## config.mk

```make
export PLATFORM = sky130hd
export DESIGN_NAME = draw_rect_ctl
export DESIGN_NICKNAME = d
export VERILOG_FILES = /design/src/rtl/draw_pkg.sv /design/src/rtl/tick_gen.sv /design/src/rtl/draw_rect_ctl.sv
export SDC_FILE = /design/constraint.sdc
export NUM_CORES = 1
export LEC_CHECK = 0
export CAP_MARGIN = 20
export CORE_MARGIN = 8
export CORE_UTILIZATION = 30
export CTS_BUF_LIST = sky130_fd_sc_hd__clkbuf_16
export CTS_CLUSTER_SIZE = 12
export DETAILED_ROUTE_END_ITERATION = 12
export PLACE_DENSITY = 0.44
export SLEW_MARGIN = 20
export SYNTH_ARGS = -nofsm -noshare
export SYNTH_HDL_FRONTEND = slang
export SYNTH_HIERARCHICAL = 1
export SYNTH_SLANG_ARGS = --single-unit
```

## constraint.sdc

```tcl
create_clock -name clk -period 4.3 [get_ports clk]
set_input_delay 1.29 -clock clk [delete_from_list [all_inputs] [get_ports clk]]
set_output_delay 1.29 -clock clk [all_outputs]
set_load 0.01 [all_outputs]
```

## src/rtl/draw_pkg.sv

```systemverilog
// Shared types and default geometry for the rectangle jump controller.
package draw_pkg;

  typedef enum logic [1:0] {
    IDLE    = 2'd0,
    CHARGE  = 2'd1,
    JUMP_UP = 2'd2,
    FALL    = 2'd3
  } state_t;

  typedef enum logic [1:0] {
    DIR_NONE  = 2'd0,
    DIR_RIGHT = 2'd1,
    DIR_LEFT  = 2'd2
  } dir_t;

  localparam int DEF_TICK_CYCLES = 1_000_000;
  localparam int DEF_SCREEN_W    = 800;
  localparam int DEF_SCREEN_H    = 600;
  localparam int DEF_RECT_W      = 64;
  localparam int DEF_RECT_H      = 64;

  // Pressing both keys cancels out, same as pressing neither.
  function automatic dir_t key_dir(input logic right, input logic left);
    dir_t d;
    d = DIR_NONE;
    if (right && !left) d = DIR_RIGHT;
    if (left && !right) d = DIR_LEFT;
    return d;
  endfunction

  function automatic logic [11:0] step_x(input logic [11:0] px, input dir_t dir,
                                         input logic [12:0] step, input logic [12:0] x_max);
    logic [12:0] wide;
    wide = {1'b0, px};
    case (dir)
      DIR_RIGHT: begin
        wide = wide + step;
        if (wide > x_max) wide = x_max;
      end
      DIR_LEFT: begin
        if (wide < step) wide = 13'd0;
        else wide = wide - step;
      end
      default: wide = {1'b0, px};
    endcase
    return wide[11:0];
  endfunction

endpackage

```

## src/rtl/tick_gen.sv

```systemverilog
// Free-running divider: counts 0..TICK_CYCLES-1 and flags the last count as the physics tick.
module tick_gen #(
  parameter int TICK_CYCLES = 1_000_000
) (
  input  logic        clk_i,
  input  logic        rst_i,
  output logic [23:0] cycle_counter_o,
  output logic        tick_o
);

  localparam logic [23:0] LAST = 24'(TICK_CYCLES - 1);

  logic [23:0] cnt_q, cnt_d;

  assign tick_o          = (cnt_q == LAST);
  assign cycle_counter_o = cnt_q;

  always_comb begin
    cnt_d = cnt_q + 24'd1;
    if (tick_o) cnt_d = 24'd0;
  end

  always_ff @(posedge clk_i) begin
    if (!rst_i) cnt_q <= 24'd0;
    else        cnt_q <= cnt_d;
  end

endmodule

```

## src/rtl/draw_rect_ctl.sv

```systemverilog
// Rectangle position controller: walk left/right on the ground, charge a jump with space,
// then fly with a latched direction under per-tick gravity. Outputs lag position by one clock.
module draw_rect_ctl
  import draw_pkg::*;
#(
  parameter int TICK_CYCLES = DEF_TICK_CYCLES,
  parameter int SCREEN_W    = DEF_SCREEN_W,
  parameter int SCREEN_H    = DEF_SCREEN_H,
  parameter int RECT_W      = DEF_RECT_W,
  parameter int RECT_H      = DEF_RECT_H,
  parameter int X_STEP      = 2,
  parameter int V_MIN       = 4,
  parameter int MAX_CHARGE  = 31,
  parameter int MAX_FALL    = 16
) (
  input  logic        clk,
  input  logic        rst,
  input  logic        key_space,
  input  logic        key_right,
  input  logic        key_left,
  output logic [11:0] value_x,
  output logic [11:0] value_y
);

  localparam logic [12:0] X_MAX     = 13'(SCREEN_W - RECT_W);
  localparam logic [11:0] X_START   = 12'((SCREEN_W - RECT_W) / 2);
  localparam logic [12:0] GROUND_Y  = 13'(SCREEN_H - RECT_H);
  localparam logic [11:0] GROUND_12 = 12'(SCREEN_H - RECT_H);
  localparam logic [12:0] STEP      = 13'(X_STEP);
  localparam logic [7:0]  VMIN8     = 8'(V_MIN);
  localparam logic [5:0]  CHG_MAX   = 6'(MAX_CHARGE);
  localparam logic [7:0]  FALL_MAX  = 8'(MAX_FALL);

  logic [23:0] cycle_counter;
  logic        tick;

  state_t      state, state_d;
  logic [11:0] position_x, position_x_d;
  logic [11:0] position_y, position_y_d;
  logic [7:0]  velocity_y, velocity_y_d;
  logic [5:0]  time_passed, time_passed_d;
  dir_t        dir_q, dir_d;

  logic        ceiling_hit;
  logic [11:0] up_diff;
  logic [7:0]  vel_dec;
  logic [7:0]  fall_v;
  logic [12:0] down_sum;
  dir_t        live_dir;

  tick_gen #(.TICK_CYCLES(TICK_CYCLES)) u_tick_gen (
    .clk_i           (clk),
    .rst_i           (rst),
    .cycle_counter_o (cycle_counter),
    .tick_o          (tick)
  );

  // Ceiling is judged at 13 bits so an oversized velocity can never wrap position_y.
  assign ceiling_hit = {5'b0, velocity_y} >= {1'b0, position_y};
  assign up_diff     = position_y - {4'b0, velocity_y};
  assign vel_dec     = velocity_y - 8'd1;
  assign fall_v      = (velocity_y >= FALL_MAX) ? FALL_MAX : velocity_y + 8'd1;
  assign down_sum    = {1'b0, position_y} + {5'b0, fall_v};
  assign live_dir    = key_dir(key_right, key_left);

  always_comb begin
    state_d       = state;
    position_x_d  = position_x;
    position_y_d  = position_y;
    velocity_y_d  = velocity_y;
    time_passed_d = time_passed;
    dir_d         = dir_q;
    case (state)
      IDLE: begin
        if (key_space) begin
          state_d       = CHARGE;
          time_passed_d = 6'd0;
        end else if (tick) begin
          position_x_d = step_x(position_x, live_dir, STEP, X_MAX);
        end
      end
      CHARGE: begin
        if (!key_space) begin
          state_d      = JUMP_UP;
          velocity_y_d = VMIN8 + {2'b0, time_passed};
          dir_d        = live_dir;
        end else if (tick && time_passed < CHG_MAX) begin
          time_passed_d = time_passed + 6'd1;
        end
      end
      JUMP_UP: begin
        if (tick) begin
          position_x_d = step_x(position_x, dir_q, STEP, X_MAX);
          if (ceiling_hit) begin
            position_y_d = 12'd0;
            velocity_y_d = 8'd0;
            state_d      = FALL;
          end else begin
            position_y_d = up_diff;
            velocity_y_d = vel_dec;
            if (vel_dec == 8'd0) state_d = FALL;
          end
        end
      end
      FALL: begin
        if (tick) begin
          position_x_d = step_x(position_x, dir_q, STEP, X_MAX);
          if (down_sum >= GROUND_Y) begin
            position_y_d = GROUND_12;
            velocity_y_d = 8'd0;
            state_d      = IDLE;
          end else begin
            position_y_d = down_sum[11:0];
            velocity_y_d = fall_v;
          end
        end
      end
      default: state_d = IDLE;
    endcase
  end

  always_ff @(posedge clk) begin
    if (!rst) begin
      state       <= IDLE;
      position_x  <= X_START;
      position_y  <= GROUND_12;
      velocity_y  <= 8'd0;
      time_passed <= 6'd0;
      dir_q       <= DIR_NONE;
      value_x     <= X_START;
      value_y     <= GROUND_12;
    end else begin
      state       <= state_d;
      position_x  <= position_x_d;
      position_y  <= position_y_d;
      velocity_y  <= velocity_y_d;
      time_passed <= time_passed_d;
      dir_q       <= dir_d;
      value_x     <= position_x;
      value_y     <= position_y;
    end
  end

endmodule

```

======== After elaboration in Yosys (flattened, before gate mapping) ========
Cells that the tools add are included.
W data, S select, Z words.
word-level totals
  logic and storage cells ................. 100
  bits in registers ....................... 90
  output and inout port bits .............. 24
  input port bits ......................... 5
cells by class
  bitwise operators ....................... 2
  magnitude comparators ................... 6
  equal/unequal tests ..................... 21
  mux-type cells .......................... 34
  add/subtract/negate cells ............... 9
  reduce and logical (&&, ||, !) cells .... 19
operator list
  cell                     count
  $mux W12                 9
  $pmux W12 S2             4
  $mux W8                  6
  $add A24 B1 Y24 const B  1
  $eq A24 B20 Y1 const B   1
  $pmux W8 S3              1
  $mux W6                  3
  $ne A2 B2 Y1 const B     9
  $mux W2                  8
  $add A12 B2 Y13 const B  1
  $add A12 B8 Y13          1
  $ge A13 B10 Y1 const B   1
  $gt A13 B10 Y1 const B   1
  $ge A8 B12 Y1            1
  $lt A12 B2 Y1 const B    1
  $pmux W6 S2              1
  $reduce_and A6 Y1        2
  $sub A12 B2 Y12 const B  1
  $sub A12 B8 Y12          1
  $add A8 B1 Y8 const B    1
  $eq A2 B2 Y1 const B     4
  $ge A8 B5 Y1 const B     1
  $logic_not A8 Y1         1
  $pmux W2 S4              1
  other kinds (19)         30

======== Logic depth before layout (Yosys ltp) ========
Gate-level depths: netlist (run 1).
  word-level depth ........................ 9
  gate-level depth with buffers ........... 14
  mapped depth without buffers ............ 14

======== Modules after synthesis ========
Netlist (run 1), hierarchy kept.
by module, submodules not included
  module         area an instance (µm²)  sequential area each (µm²)  instances  cells each
  draw_rect_ctl  4460.5                  1321.3                      1          561
  tick_gen       1169.9                  480.5                       1          131

======== Worst setup path before layout (run 1) ========
OpenSTA, ideal clock, no wires.
  path type ............................... reg2reg
  from .................................... register velocity_y[0]
  to ...................................... register velocity_y[3]
  path buffers ............................ 0
  clock period less this slack ............ 3.124 ns
  stages on the path, launching flop included .. 14
  setup slack ............................. 1.176 ns
  arrival time ............................ 3.020 ns
  required time ........................... 4.197 ns
  setup time .............................. 0.103 ns
  cells stage by stage .................... dfxtp_1 > inv_1 > ha_1 > and2_1 > inv_1 > fa_1 > and2b_1 > o2111ai_2 > a31oi_1 > o211ai_2 > and4b_4 > o31a_4 > a21oi_1 > a2111oi_2
on the way
  cells in the longest elaborated chain, start to end .. 7
  elaborated cells on any way between the ends .. 12
  those cells by class .................... 3 x add/sub; 3 x order compare; 6 x mux
ends and longest elaborated chain
  item                                                  line                  RTL
  start: declaration                                    draw_rect_ctl.sv:40   logic [7:0] velocity_y, velocity_y_d;
  start signal: assignment                              draw_rect_ctl.sv:136  velocity_y <= velocity_y_d;
  $add A8 B1 Y8 / $ge A8 B5 Y1 (equally long branches)  draw_rect_ctl.sv:62   assign fall_v = (velocity_y >= FALL_MAX) ? FALL_MAX : velocity_y + 8'd1;
  $mux W8                                               draw_rect_ctl.sv:62
  $add A12 B8 Y13                                       draw_rect_ctl.sv:63   assign down_sum = {1'b0, position_y} + {5'b0, fall_v};
  $ge A13 B10 Y1                                        draw_rect_ctl.sv:108  if (down_sum >= GROUND_Y) begin
  $mux W8                                               draw_rect_ctl.sv:108
  $mux W8                                               draw_rect_ctl.sv:106  if (tick) begin
  $pmux W8 S3 (*)                                       draw_rect_ctl.sv:73   case (state)
Mark *: on every way between the ends. The rest lies on a longest branch, timed or not. The select of a mux whose other input is x is not followed.
A chain may end at the register's enable or synchronous reset.

======== Worst setup path after layout (run 1) ========
  from .................................... register velocity_y[7]
  to ...................................... register velocity_y[3]
Same word-level chain as after synthesis.

==> impl_metrics.toml, run 1 <==
[worst_setup_path]
crit_family = "simple AND/OR/NAND/NOR gates"
worstSetupStartpointType = "flip-flop"
reg2regPathDepth = 12
critical_path_class = "flip-flop to flip-flop"
worstReg2RegEnd = "velocity_y[3]"
timing.rr.start = "velocity_y[7]"
path_cells = "nor4_1 -> and2_1 -> inv_1 -> fa_1 -> and2b_1 -> o2111ai_2 -> a31oi_1 -> nand2_1 -> and4bb_4 -> o31a_4 -> a21oi_1 -> a2111oi_2"
worst_path_max_delay_cell = "nor4_1"
path_buf_inv = 1
cp_slowest_stage_delay_ns = 0.51
cp_max_fo = 8
rrSetupSlack_ns = 0.59
worstSetupEndpointType = "flip-flop"
cp_data_arrival_time_ns = 3.95
crit_cells = 12
crit_required_ns = 4.55

[sta]
fmax_ghz = 0.2698
rsz0062_at_grt = "no"
worstMarginPinSlew_ns = 1.044
finClkSkew_ns = 0.008690
fin_setup_tns_ns = 0
hold_viol = 0
period_share_pct = 86.18
fin_crit_ns = 3.706
final-setup-viol-count = 0
slew_viol_final = 0
relSlewSlack_pct = 30.34

[hold_path]
min_path_cells = 2
hold_end = "u_tick_gen/cycle_counter_o[23]"
min_path_type = "flip-flop to flip-flop"
hp-start = "u_tick_gen/cycle_counter_o[23]"

[synth]
synth_ff_type = "dfxtp_1"
synth_compound_gate_area_share_pct = 23.76
synth_top_family_by_area = "simple AND/OR/NAND/NOR gates"
synthMuxAreaShare_pct = 0.3556
synthArstFlopShare_pct = 0
syn_area_per_cell_sq_um = 8.136
syn_area_sq_um = 5630
syn_inst = 692
synth_warnings = 6
ys_seq_area_share_pct = 32.00
ys_ff_latch = 90
synth_fa_ha_area_share_pct = 7.600
synth-xor-area-share_pct = 5.756
yosys.area_share.simple_pct = 26.16
yosys.cell_types.count = 88
synth_edf_count = 0

[status]
status = "completed"

[finish]
area_growth_syn_to_layout_pct = 13.71
layout.nets = 745
num_antenna_cells = 0
layout-drive-gt1-share_pct = 7.584
final_cells = 946
fillerInstances = 1949

[cts]
clkLatencyLatePin_ns = 0.35
post_cts_buffers = 0
postCtsResizedCells = 0
cts_buffer_depth = 2
h-tree-depth = 3
cts_buffers = 9
path_clk_slew_ns = 0.07
root_buffer = "clkbuf_16"
cts_tree = "done"
cts_hold_buf = 0
clock_sinks = 90

[die]
std_cell_rows = 50
die_x_microns = 153.0
io_pins = 29
dieArea_sq_um = 23410
core-area_sq_um = 18580
fp.dieH_microns = 153.0
start_util_pct = 30.30

[power]
peakVddDrop_mv = 0.2012
p_leak_nw = 2.237
cellPowerDensity_nw_per_um2 = 388.8

[global_routing]
grt_max_degree = 31
busiest_layer = "met2"
grt_pass1_wl_microns = 24720
grt_use_met2_pct = 20.06
grt_pass1_vias = 4818
grt_util_met1_pct = 16.78
overflow = 0
antenna_found_initial = 0
grtUsageMet3_pct = 2.453
grt_usage_pct = 12.72

[place]
dp_hpwl_microns = 11100
dp_cells = 930
place.gp.congestion = 0.8859
io_buffers = 28

[flow_run]
drv_cap = 0

[routing]
vias_per_cell = 5.292
drc_errors = 0
drt-total-wl_microns = 14750
postRouteAntennaNets = 0
drt_iter0_drc = 333
vias = 5006
first_pass_iters = 4
wl_per_cell_microns = 15.59
[layout by cell type (no fill, tap or decap), types with 7 or more instances in the layout]
cell type,instances
dfxtp_1,90
and2_1,18
and3_1,9
nand2b_1,11
a211oi_1,7
nand3_1,22
o31ai_1,7
clkdlybuf4s50_1,28
clkbuf_16,9
xnor2_1,22
xor2_1,15
or3_1,8
nor3_1,23
nand4_1,11
nor2_1,81
o211ai_1,8
nor4_1,7
nand2_1,47
o21ai_0,43
ha_1,31
a21oi_1,56
inv_1,30
[stage by stage]
stage	worst slack, ns	utilization (%)	cell area [sq um]	power [mW]	hold WS [ns]
global route	0.2588	34.46	6402	2.665	0.5242
CTS	0.5999	34.46	6402	2.524	0.4941
global placement	0.6315	32.93	6118	1.732	0.4747
finish	0.5942	34.46	6402	2.489	0.4894
detailed placement	0.5740	32.93	6118	1.738	0.4840
floorplan	1.176	-	5638	1.550	0.4470
[layer usage]
metal	vias to the layer above	part of all wire, %
met4	0	1.9
met2	85	45
met1	2358	49
met3	18	3.8
met5	-	0
li1	2545	-
[synth_stat cells (3+ instances only)]
library cell | n | area [sq um]
o211ai_1 | 8 | 60.06
xor2_1 | 15 | 131.4
or4_1 | 4 | 30.03
or2_2 | 3 | 18.77
and3_1 | 9 | 56.30
o2111ai_1 | 3 | 26.28
xnor2_1 | 22 | 192.7
nand3_1 | 22 | 110.1
o21ai_1 | 4 | 20.02
dfxtp_1 | 90 | 1802
and4_1 | 5 | 43.79
clkbuf_1 | 23 | 86.33
and2_1 | 18 | 112.6
inv_1 | 30 | 112.6
or3_1 | 8 | 50.05
o31ai_1 | 7 | 52.55
a31oi_1 | 6 | 37.54
nand4b_1 | 4 | 35.03
o21ai_0 | 43 | 215.2
a311oi_1 | 3 | 26.28
buf_2 | 5 | 25.02
nand2b_1 | 11 | 68.82
nor2b_1 | 4 | 25.02
a21o_1 | 4 | 30.03
o21a_1 | 5 | 37.54
ha_1 | 31 | 387.9
nand4_1 | 11 | 68.82
nand2_1 | 47 | 176.4
nor3_1 | 23 | 115.1
a21oi_1 | 56 | 280.3
nor2_1 | 81 | 304.0
a211oi_2 | 3 | 37.54
nor4_1 | 7 | 43.79
a211oi_1 | 7 | 52.55
[sequential cells by signal, indices dropped and copies added (netlist names)]
name / cells
position_y: 12
value_y: 12
u_tick_gen/cycle_counter_o: 24
velocity_y: 8
value_x: 12
state: 2
dir_q: 2
position_x: 12
time_passed: 6
[how the worst max path moves through the flow]
| stage | to | startpoint |
|---|---|---|
| final | velocity_y[3] | velocity_y[7] |
| after global routing | state[0] | velocity_y[7] |
| after CTS | velocity_y[3] | velocity_y[7] |
| after detailed placement | position_x[6] | key_right |
| after global placement | position_x[7] | key_right |
| after floorplan | velocity_y[3] | velocity_y[0] |
[report_power, final]
group          internal [mW]  switching (mW)
registers              0.860          0.0380
clock network          0.402           0.369
logic                  0.312           0.508
total                   1.57           0.915
[worst min-delay path: cells and delay by family, from the launching register on]
kind            cells  cell delay [ns]
compound gates      2             0.13
flops               1             0.32
[area by class of cell]
class                           instances  area (sq um)  area share [%]
Timing Repair Buffer                   32         310.3           4.847
Sequential cell                        90          1802           28.14
Inverter                               32         120.1           1.876
Clock inverter                          7         58.81          0.9185
Multi-Input combinational cell        542          3593           56.13
Clock buffer                            9         225.2           3.518
Tap cell                              234         292.8           4.573
[kinds of logic (layout without fill, tap and decap cells)]
| kind of cell | after synthesis | in the layout |
|---|---|---|
| buf+inv | 62 | 80 |
| other cells | 1 | 3 |
| mux | 2 | 2 |
| compound gates | 191 | 191 |
| fa+ha+maj | 33 | 33 |
| simple gates | 276 | 276 |
| xor+xnor | 37 | 37 |
| flops | 90 | 90 |
No activity file was read; power rests on OpenSTA's default activity.
==> run 2: changes to the inputs <==
--- a/config.mk
+++ b/config.mk
@@ -6,11 +6,12 @@
 export NUM_CORES = 1
 export LEC_CHECK = 0
 export CAP_MARGIN = 20
-export CORE_MARGIN = 8
+export CORE_MARGIN = 2
 export CORE_UTILIZATION = 30
 export CTS_BUF_LIST = sky130_fd_sc_hd__clkbuf_16
 export CTS_CLUSTER_SIZE = 12
 export DETAILED_ROUTE_END_ITERATION = 12
+export GPL_TIMING_DRIVEN = 0
 export PLACE_DENSITY = 0.44
 export SLEW_MARGIN = 20
 export SYNTH_ARGS = -nofsm -noshare
==> impl_metrics.toml, run 2 (synthesized netlist as in run 1, its figures left out) <==
[status]
status = "completed"

[place]
pre_cts_slack_ns = 0.5329
dp_hpwl_microns = 11460
place.gp.congestion = 0.8371
io_buffers = 28

[worst_setup_path]
cp_slowest_stage_delay_ns = 0.55
critical_path_class = "flip-flop to flip-flop"
worst_path_max_delay_cell = "dfxtp_1"
timing.rr.start = "velocity_y[0]"
path_common_cell = "inv_1"
reg2regPathDepth = 13
cp_max_fo = 10
cp_data_arrival_time_ns = 4.03
worstReg2RegEnd = "velocity_y[1]"
path_cells = "inv_1 -> ha_1 -> and2_1 -> inv_1 -> fa_1 -> and2b_1 -> o2111ai_2 -> a31oi_1 -> nand2_1 -> and4bb_4 -> o31a_4 -> a21oi_1 -> a2111oi_2"
crit_required_ns = 4.54
rrSetupSlack_ns = 0.51
worstSetupEndpointType = "flip-flop"
worstSetupStartpointType = "flip-flop"

[power]
intPower_mw = 1.568
p_seq_share_pct = 35.9
clockPowerShare_pct = 30.3
p_switching_mw = 0.9065
cellPowerDensity_nw_per_um2 = 381.8
p_sw_share_pct = 36.64
peakVddDrop_mv = 0.1902
combPwrFrac_pct = 33.8
p_total_mw = 2.474
p_leak_nw = 2.272

[die]
die_x_microns = 141.0
fp.dieH_microns = 141.0
start_util_pct = 30.30
dieArea_sq_um = 19880
core-area_sq_um = 18580
std_cell_rows = 50
io_pins = 29

[cts]
cts_buffer_depth = 2
cts_hold_buf = 0
cts_buffers = 9
root_buffer = "clkbuf_16"
postCtsResizedCells = 0
h-tree-depth = 3
clkLatencyLatePin_ns = 0.35
post_cts_buffers = 0
cts_tree = "done"
path_clk_slew_ns = 0.07
clock_sinks = 90

[hold_path]
hp-start = "u_tick_gen/cycle_counter_o[23]"
min_path_type = "flip-flop to flip-flop"
min_path_cells = 2
hold_end = "u_tick_gen/cycle_counter_o[23]"

[finish]
area_growth_syn_to_layout_pct = 15.09
largest_reg_flops = 24
mostFrequentLayoutCell = "dfxtp_1"
fillerInstances = 1920
mostFrequentLayoutCells = "dfxtp_1, nor2_1, a21oi_1"
fin_util_pct = 34.88
layout-drive-gt1-share_pct = 7.453
layout.nets = 771
num_antenna_cells = 0

[sta]
relSlewSlack_pct = 42.95
rsz0062_at_grt = "no"
slew_viol_final = 0
setup_ws_ns = 0.5118
fin_setup_tns_ns = 0
final-setup-viol-count = 0
worstMarginPinSlew_ns = 0.8492
finClkSkew_ns = 0.01282
fin_crit_ns = 3.788
hold_slack_ns = 0.4939
hold_viol = 0
fmax_ghz = 0.2640
period_share_pct = 88.10

[routing]
drt_iter0_drc = 314
postRouteAntennaNets = 0
drt-total-wl_microns = 15540
wl_per_cell_microns = 15.99
first_pass_iters = 5
vias = 5116
vias_per_cell = 5.263
drc_errors = 0

[flow_run]
drv_cap = 0

[global_routing]
grt_pass1_wl_microns = 25390
grt_usage_pct = 15.93
overflow = 0
antenna_found_initial = 0
grt_pass1_vias = 4775
grt_max_degree = 16
run 2: cell count changes in the layout (fill, tap and decap cells not counted):
cell / previous run / this run
buf_1: 0 / 1
buf_2: 0 / 5
buf_4: 4 / 1
clkbuf_1: 0 / 23
clkinv_1: 2 / 3
clkinv_2: 0 / 2
clkinv_4: 0 / 1
clkinvlp_4: 2 / 0
inv_8: 2 / 0
run 2: layout make-up:
class                      instances  area [sq um]  area share [%]
multi-input combinational        542          3593           55.45
sequential                        90          1802           27.80
tap                              234         292.8           4.518
timing repair buffer              28         280.3           4.325
clock buffer                       9         225.2           3.476
buffer                            30         122.6           1.892
inverter                          32         120.1           1.854
clock inverter                     7         43.79          0.6758
run 2: power by group through the flow:
stage	Sequential, mW	Combinational [mW]	Clock (mW)
3_3_place_gp	0.908	0.830	0
3_5_place_dp	0.908	0.830	0
5_1_grt	0.893	0.944	0.816
4_1_cts	0.889	0.834	0.776
2_1_floorplan	0.901	0.648	0
6_report	0.889	0.836	0.749
run 2: per-layer routing:
layer / wire (microns) / share of wire (%) / global-route usage [%] / vias to the layer above
li1: - / - / - / 2591
met5: 0 / 0 / 0 / -
met3: 576 / 3.7 / 3.261 / 18
met4: 279 / 1.8 / 5.632 / 0
met2: 6877 / 44 / 24.18 / 120
met1: 7807 / 50 / 22.44 / 2387
run 2: worst max path at each step:
stage / slack [ns] / start / end
2_1_floorplan: 1.18 / velocity_y[0] / velocity_y[3]
3_3_place_gp: 0.59 / velocity_y[7] / velocity_y[3]
3_5_place_dp: 0.53 / velocity_y[0] / velocity_y[1]
4_1_cts: 0.53 / velocity_y[0] / velocity_y[1]
5_1_grt: 0.26 / velocity_y[7] / velocity_y[1]
6_report: 0.51 / velocity_y[0] / velocity_y[1]
run 2: per-stage QoR:
stage,area [sq um],cells
after detailed placement,6211,956
after global routing,6480,972
after floorplan,5638,694
after CTS,6480,972
after global placement,6211,956
final,6480,972
run 2: critical path: cells and delay by family, from the launching register on:
family / cells / cell delay (ns)
compound gates: 5 / 1.25
fa+ha+maj: 2 / 0.72
buf+inv: 2 / 0.17
flops: 1 / 0.55
simple gates: 4 / 0.98
